$ cat src/rtl/icache_fetch_pkg.sv
// Shared types for the direct-mapped instruction cache: FSM encoding, debug view, byte-lane helper.
package icache_fetch_pkg;

    localparam int unsigned ICACHE_INDEX_W = 6;

    typedef enum logic [1:0] {
        ST_IDLE  = 2'd0,
        ST_FETCH = 2'd1,
        ST_FILL  = 2'd2
    } icache_state_e;

    typedef struct packed {
        icache_state_e state;
        logic [2:0]    rq;
        logic [2:0]    rv;
    } icache_dbg_t;

    function automatic logic [31:0] put_byte(input logic [31:0] word, input logic [1:0] lane,
                                             input logic [7:0] data);
        logic [31:0] res;
        res = word;
        res[8*lane +: 8] = data;
        return res;
    endfunction

endpackage

$ cat src/rtl/icache_fetch_mem.sv
// Valid/tag/data arrays: combinational read, synchronous write, synchronous clear of valid bits on reset.
module icache_fetch_mem #(
    parameter int unsigned INDEX_W = 6,
    parameter int unsigned TAG_W   = 30 - INDEX_W
) (
    input  logic               clk,
    input  logic               rst,
    input  logic [INDEX_W-1:0] i_rd_index,
    output logic               o_rd_valid,
    output logic [TAG_W-1:0]   o_rd_tag,
    output logic [31:0]        o_rd_data,
    input  logic               i_we,
    input  logic [INDEX_W-1:0] i_wr_index,
    input  logic [TAG_W-1:0]   i_wr_tag,
    input  logic [31:0]        i_wr_data
);
    localparam int unsigned DEPTH = 2 ** INDEX_W;

    logic [DEPTH-1:0] r_valid;
    logic [TAG_W-1:0] r_tag  [DEPTH];
    logic [31:0]      r_data [DEPTH];

    always_ff @(posedge clk) begin
        if (rst) begin
            r_valid <= '0;
        end else if (i_we) begin
            r_valid[i_wr_index] <= 1'b1;
        end
    end

    // Tag/data need no reset: nothing reads them while the valid bit is clear.
    always_ff @(posedge clk) begin
        if (i_we) begin
            r_tag[i_wr_index]  <= i_wr_tag;
            r_data[i_wr_index] <= i_wr_data;
        end
    end

    assign o_rd_valid = r_valid[i_rd_index];
    assign o_rd_tag   = r_tag[i_rd_index];
    assign o_rd_data  = r_data[i_rd_index];

endmodule

$ cat src/rtl/icache_fetch.sv
// Direct-mapped I-cache with byte-serial refill from shared memory.
// Optional hit/miss counters when ICACHE_PERF_CNT_EN is defined.
module icache_fetch
    import icache_fetch_pkg::*;
#(
    parameter int unsigned INDEX_W = ICACHE_INDEX_W
) (
    input  logic        clk,
    input  logic        rst,
    input  logic        ce_i,
    input  logic [31:0] addr_i,
    input  logic        flush_i,
    output logic [31:0] inst_o,
    output logic        valid_o,
    output logic        stall_req_o,
    output logic        mem_req_o,
    output logic [31:0] mem_addr_o,
    input  logic        mem_gnt_i,
    input  logic [7:0]  mem_rdata_i,
`ifdef ICACHE_PERF_CNT_EN
    output logic [31:0] hit_cnt_o,
    output logic [31:0] miss_cnt_o,
`endif
    output icache_dbg_t dbg_o
);
    localparam int unsigned TAG_W = 30 - INDEX_W;

    icache_state_e r_state, w_state_nxt;
    logic [29:0]        r_line;
    logic [2:0]         r_rq, r_rv;
    logic [31:0]        r_buf;
    logic               r_gnt_d;
    logic [INDEX_W-1:0] w_index;
    logic [TAG_W-1:0]   w_tag, w_rd_tag;
    logic [31:0]        w_rd_data;
    logic               w_rd_valid, w_hit, w_miss, w_we;
    logic [1:0]         w_unused_addr_lo;

    assign w_index          = addr_i[INDEX_W+1:2];
    assign w_tag            = addr_i[31:INDEX_W+2];
    assign w_unused_addr_lo = addr_i[1:0];

    icache_fetch_mem #(.INDEX_W(INDEX_W), .TAG_W(TAG_W)) u_mem (
        .clk       (clk),
        .rst       (rst),
        .i_rd_index(w_index),
        .o_rd_valid(w_rd_valid),
        .o_rd_tag  (w_rd_tag),
        .o_rd_data (w_rd_data),
        .i_we      (w_we),
        .i_wr_index(r_line[INDEX_W-1:0]),
        .i_wr_tag  (r_line[29:INDEX_W]),
        .i_wr_data (r_buf)
    );

    assign w_hit  = ce_i & (r_state == ST_IDLE) & w_rd_valid & (w_rd_tag == w_tag);
    assign w_miss = ce_i & ~w_hit & ~flush_i;

    always_ff @(posedge clk) begin
        if (rst) begin
            r_state <= ST_IDLE;
        end else begin
            r_state <= w_state_nxt;
        end
    end

    always_comb begin
        w_state_nxt = r_state;
        case (r_state)
            ST_IDLE:  if (w_miss) w_state_nxt = ST_FETCH;
            ST_FETCH: begin
                if (flush_i)                        w_state_nxt = ST_IDLE;
                else if (r_gnt_d && r_rv == 3'd3)   w_state_nxt = ST_FILL;
            end
            default:  w_state_nxt = ST_IDLE;
        endcase
    end

    always_comb begin
        valid_o     = w_hit;
        inst_o      = w_hit ? w_rd_data : 32'h0;
        stall_req_o = ce_i & ((r_state == ST_IDLE) ? w_miss : 1'b1);
        mem_req_o   = (r_state == ST_FETCH) & ~r_rq[2];
        mem_addr_o  = mem_req_o ? {r_line, r_rq[1:0]} : 32'h0;
        w_we        = (r_state == ST_FILL) & ~flush_i;
    end

    // A byte is expected only the cycle after a grant; flush discards any in flight.
    always_ff @(posedge clk) begin
        if (rst) begin
            r_line  <= '0;
            r_rq    <= '0;
            r_rv    <= '0;
            r_buf   <= '0;
            r_gnt_d <= 1'b0;
        end else begin
            r_gnt_d <= mem_req_o & mem_gnt_i & ~flush_i;
            case (r_state)
                ST_IDLE: begin
                    if (w_miss) begin
                        r_line <= addr_i[31:2];
                        r_rq   <= '0;
                        r_rv   <= '0;
                    end
                end
                ST_FETCH: begin
                    if (mem_req_o && mem_gnt_i) r_rq <= r_rq + 3'd1;
                    if (r_gnt_d) begin
                        r_buf <= put_byte(r_buf, r_rv[1:0], mem_rdata_i);
                        r_rv  <= r_rv + 3'd1;
                    end
                end
                default: ;
            endcase
        end
    end

    assign dbg_o = '{state: r_state, rq: r_rq, rv: r_rv};

`ifdef ICACHE_PERF_CNT_EN
    logic [31:0] r_hit_cnt, r_miss_cnt;

    always_ff @(posedge clk) begin
        if (rst) begin
            r_hit_cnt  <= '0;
            r_miss_cnt <= '0;
        end else begin
            if (valid_o) r_hit_cnt <= r_hit_cnt + 32'd1;
            if (r_state == ST_IDLE && w_state_nxt == ST_FETCH) r_miss_cnt <= r_miss_cnt + 32'd1;
        end
    end

    assign hit_cnt_o  = r_hit_cnt;
    assign miss_cnt_o = r_miss_cnt;
`endif

endmodule

$ cat config.mk
export PLATFORM = sky130hd
export DESIGN_NAME = icache_fetch
export DESIGN_NICKNAME = d
export VERILOG_FILES = /design/src/rtl/icache_fetch_pkg.sv /design/src/rtl/icache_fetch_mem.sv /design/src/rtl/icache_fetch.sv
export SDC_FILE = /design/constraint.sdc
export NUM_CORES = 2
export LEC_CHECK = 0
export ABC_AREA = 0
export BUFFER_PORTS_ARGS = -buffer_cell sky130_fd_sc_hd__buf_2
export CORE_UTILIZATION = 55
export CTS_CLUSTER_SIZE = 20
export DETAILED_ROUTE_END_ITERATION = 8
export PLACE_DENSITY = 0.68
export RECOVER_POWER = 25
export SYNTH_ARGS = -nofsm -noshare
export SYNTH_HDL_FRONTEND = slang
export SYNTH_HIERARCHICAL = 1
export SYNTH_SLANG_ARGS = --single-unit
$ cat constraint.sdc
create_clock -name clk -period 5.2 [get_ports clk]
set_clock_uncertainty 0.05 [all_clocks]
set_input_delay 1.04 -clock clk [delete_from_list [all_inputs] [get_ports clk]]
set_output_delay 1.04 -clock clk [all_outputs]
set_load 0.02 [all_outputs]
==> impl_results.md <==
- Hold Path Class: in -> reg
- Final net count: 7465
- Relative max-transition margin: -104%
- Area of placed instances: 0.152 sq mm
- Number of antenna violations at the first check in global routing: 11
- Final worst path period share: 111%
- Unique cell type count in the Yosys netlist: 54
- Final routed DRC violation total: 0
- Async SR Flop Fraction: 0%
- Number of storage elements in the synthesis netlist: roughly 3700
- Remaining number of nets flagged by the antenna check after routing: 0
- Worst endpoint required time: 4.11 ns
- Kind of start point of the critical path: input pin
- CORE AREA: 0.257 sq mm
- Mapped Nets: 6683
- Maximum ir drop on the vdd rail: 0.378 mV
- Port buffer count: 117
- Failing checks: capacitance limit, slew limit, setup timing
- Instance count of the mapped netlist: 6630
- Outcome: finished with violations
- Crit-path max FO: 7
- Setup repair after global routing missed its margin: true
- Drt first pass iters: 6
- Number of hold violations in the final report: 0
- Chip height: 510 microns
- Number of CTS-inserted buffers: around 380
- Post-route minimum period: ~5.8 ns
- Initial drt markers: 10300
- Post-Layout Cell Count: 11100
- Total number of placement rows: roughly 190
- Buffers plus inverters on the worst setup path: 9
- Synthesized area per cell: about 21 sq um
- Cell Area, Synth: 0.142 sq mm
- Leftover overflow at the end of global routing: 0
- Synthesized-area fraction occupied by ao, oa, aoi and oai cells: 2.97%
- Total clock sinks: roughly 3700
- DR WL met2: about 190 mm
- Global placement routability congestion: 0.855
- Largest net degree at the start of global routing: 81
- Deepest clock path buffer count: 4
- Leading register cell type out of synthesis: sky130_fd_sc_hd__edfxtp_1
- Top Metal Used: met5
- Layout cell share with drive strength beyond 1: 31.3%
- Clock tree from TritonCTS: done
- Power per Cell Area: 371 mW/mm^2
- WL final: slightly above 400 mm
- Total of warnings raised by yosys: 6
- Combinational family with the most area after synthesis: multiplexers
- Number of primary I/O pins: 120
- Die Outline Area: around 0.26 sq mm
- Most frequent CP cell: sky130_fd_sc_hd__buf_4
- Power after layout: 61.4 mW
- Fraction of the core area covered by cells at the end of the flow: 64.5%
- Synthesis-to-layout area growth: 16.7%
- Global-route usage over all layers: about a third
- Worst Path Arrival: roughly 4.7 ns
- Final standard cell area without fillers: 0.166 sq mm
- Cell family with the largest share of critical-path delay: buffers and inverters
- Final Slew Violations: 2388
- Fraction of the mapped netlist area in adder cells: 0.0705%
- Worst Path Class, Setup: in -> out
- Slack of the critical path: -0.574 ns
- Cell-by-cell trace of the critical path: buf_6 > buf_4 > nor2b_4 > nand2_4 > buf_12 > o22ai_2 > nor4_4 > buf_4 > o22a_1 > xnor2_1 > buf_4 > nand4_1 > buf_4 > nor4_4 > buf_12 > buf_12 > a21oi_1 > o31a_1 > buf_6
- Number of H-tree branching levels: 5
- Met1 WL: 148 mm
- Per-cell routed wire length: about 37 microns
- Number of synthesized flops with an enable pin: 3584
- Maximum clock frequency: about 170 MHz
- Horizontal die dimension: 510 microns
- Simple logic cell fraction of the synthesized area: 2.68%
- Kind of end point of the critical path: output pin
- Post-detailed-placement half-perimeter wirelength: 227 mm
- CTS Root Cell: sky130_fd_sc_hd__clkbuf_16
- Max incr delay on CP: 0.34 ns
- Detail Route met3 WL: 42.4 mm
- Crit-path slowest cell: sky130_fd_sc_hd__nor4_4
- Filler Cell Count: between 15000 and 20000
- Overall via count from detail_route: about 75000
- Measured slew at the worst slew-check pin: 3.06 ns
- XOR/XNOR share of the synthesized area: 0.148%
- Via count of the first global-routing pass: about 74000
- Clock-pin slew on the worst setup and hold paths: ~0.07 ns
- Share of cell area taken by muxes after synthesis: 15.0%
- First-pass GRT wire length: about 560 mm
- Total leakage power: 53.7 nW
- Reported max-cap violation count: 36
- Via-per-instance ratio: about 6.8
- Initial core utilization: 55.3%
- Fraction of the yosys area taken by sequential cells: 77.7%
- Quantity of hold-fixing buffers added after cts: 0
- Placed cell count: 10300
- Final-report setup violation count: 34
- Insertion delay to the later sink of the worst-skew pair: 0.99 ns
cells in the mapped netlist, types with 25 or more instances:
cell | n | share of area, %
sky130_fd_sc_hd__a211oi_1 | 60 | 0.32
sky130_fd_sc_hd__a21oi_1 | 70 | 0.25
sky130_fd_sc_hd__a22oi_1 | 47 | 0.25
sky130_fd_sc_hd__and2_1 | 64 | 0.28
sky130_fd_sc_hd__and3_1 | 45 | 0.20
sky130_fd_sc_hd__buf_2 | 133 | 0.47
sky130_fd_sc_hd__buf_4 | 52 | 0.28
sky130_fd_sc_hd__clkbuf_1 | 170 | 0.45
sky130_fd_sc_hd__dfxtp_1 | 135 | 1.9
sky130_fd_sc_hd__edfxtp_1 | 3584 | 76
sky130_fd_sc_hd__mux2_2 | 89 | 0.71
sky130_fd_sc_hd__mux2i_1 | 214 | 1.5
sky130_fd_sc_hd__mux4_2 | 804 | 13
sky130_fd_sc_hd__nand2_1 | 108 | 0.29
sky130_fd_sc_hd__nand2b_1 | 74 | 0.33
sky130_fd_sc_hd__nand3_1 | 68 | 0.24
sky130_fd_sc_hd__nand4_1 | 32 | 0.14
sky130_fd_sc_hd__nor2_1 | 262 | 0.69
sky130_fd_sc_hd__nor3_1 | 31 | 0.11
sky130_fd_sc_hd__nor4_1 | 34 | 0.15
sky130_fd_sc_hd__o21ai_0 | 25 | 0.088
sky130_fd_sc_hd__o221ai_1 | 85 | 0.52
sky130_fd_sc_hd__o22a_1 | 31 | 0.19
sky130_fd_sc_hd__o22ai_1 | 237 | 1.0
sequential cells by signal, summed over array words and instances, names as in the netlist:
register	cells
r_buf	32
r_rq	3
u_mem/r_tag	1536
r_gnt_d	1
r_state	2
u_mem/r_valid	64
u_mem/r_data	2048
r_rv	3
r_line	30
routing by layer:
layer,vias up,global-route usage [%]
met5,-,0
met1,40100,42.3
met3,960,6.30
met4,4,16.2
met2,4791,49.3
li1,29500,-
cell families (layout without fill, tap and decap cells):
family,count (synthesis),after routing
flip-flops,3719,3719
multiplexers,1107,1107
AO/OA/AOI/OAI,605,605
XOR/XNOR,24,24
buffers and inverters,400,1469
adder cells (fa/ha/maj),8,8
AND/OR/NAND/NOR,767,767
other,0,10
placed cells by master (no fill, tap or decap), types with 94 or more instances in the layout:
cell	synthesis	layout
sky130_fd_sc_hd__nor2_1	262	192
sky130_fd_sc_hd__nand2_1	108	104
sky130_fd_sc_hd__dfxtp_1	135	114
sky130_fd_sc_hd__mux2i_1	214	209
sky130_fd_sc_hd__buf_4	52	465
sky130_fd_sc_hd__clkbuf_16	0	383
sky130_fd_sc_hd__clkbuf_1	170	94
sky130_fd_sc_hd__mux4_2	804	804
sky130_fd_sc_hd__edfxtp_1	3584	3584
sky130_fd_sc_hd__o22ai_1	237	210
sky130_fd_sc_hd__buf_12	0	161
path summary, 6_finish.rpt:
| path | cells after the start | startpoint | end | slack [ns] |
|---|---|---|---|---|
| worst max-delay path | 19 | addr_i[5] | stall_req_o | -0.57 |
| worst min-delay path | 3 | addr_i[9] | r_line[7] | 0.31 |
| worst max register to register | 16 | u_mem/r_tag[18][13] | r_line[17] | 1.19 |
| worst min register to register | 2 | u_mem/r_valid[15] | u_mem/r_valid[15] | 0.42 |
worst register-to-register path: stages, from the launching register on:
cell and delay (ns):
sky130_fd_sc_hd__edfxtp_1 0.39, sky130_fd_sc_hd__mux4_2 0.51, sky130_fd_sc_hd__o22ai_4 0.23, sky130_fd_sc_hd__nor4_4 0.07, sky130_fd_sc_hd__buf_4 0.15, sky130_fd_sc_hd__o22a_1 0.21
sky130_fd_sc_hd__xnor2_1 0.17, sky130_fd_sc_hd__buf_4 0.19, sky130_fd_sc_hd__nand4_1 0.27, sky130_fd_sc_hd__buf_4 0.24, sky130_fd_sc_hd__nor4_4 0.34, sky130_fd_sc_hd__buf_12 0.21
sky130_fd_sc_hd__buf_12 0.16, sky130_fd_sc_hd__buf_4 0.13, sky130_fd_sc_hd__a211oi_4 0.07, sky130_fd_sc_hd__buf_12 0.22, sky130_fd_sc_hd__mux2i_1 0.27
where the power goes:
part	switching, mW	internal, mW	leakage [nW]
clock network	11.0	14.8	5.70
logic	1.59	1.30	13.9
registers	0.111	32.6	34.1
cell type report:
class                   count  area, sq um  area share, %
clock inverters           189         1610          0.972
clock buffers             475        10000           6.04
diodes                     10         25.0         0.0151
flip-flops and latches   3719       110000           66.6
repair buffers            798         8540           5.16
well taps                3384         4230           2.56
multi-input cells        2511        30800           18.6
inverters                   7         31.3         0.0189
through the flow:
| step | hold slack [ns] | setup slack (ns) | TNS [ns] |
|---|---|---|---|
| finish | 0.308 | -0.574 | -15.93 |
| global route | 0.283 | -0.614 | -17.81 |
| CTS | 0.255 | -0.401 | -11.36 |
| detailed placement | 0.404 | -0.828 | -29.63 |
| global placement | 0.394 | -0.819 | -29.42 |
| floorplan | 0.380 | 0.0893 | 0 |
repair_timing:
action / 4_1_cts / 5_1_grt
cloned: 8 / 3
setup buffers: 47 / 23
gates resized for setup: 186 / 62
setup endpoints to repair: 34 / 34
endpoints found under the hold margin: 0 / 0
pin swaps: 31 / 20
Power figures use the tool's default switching activity.
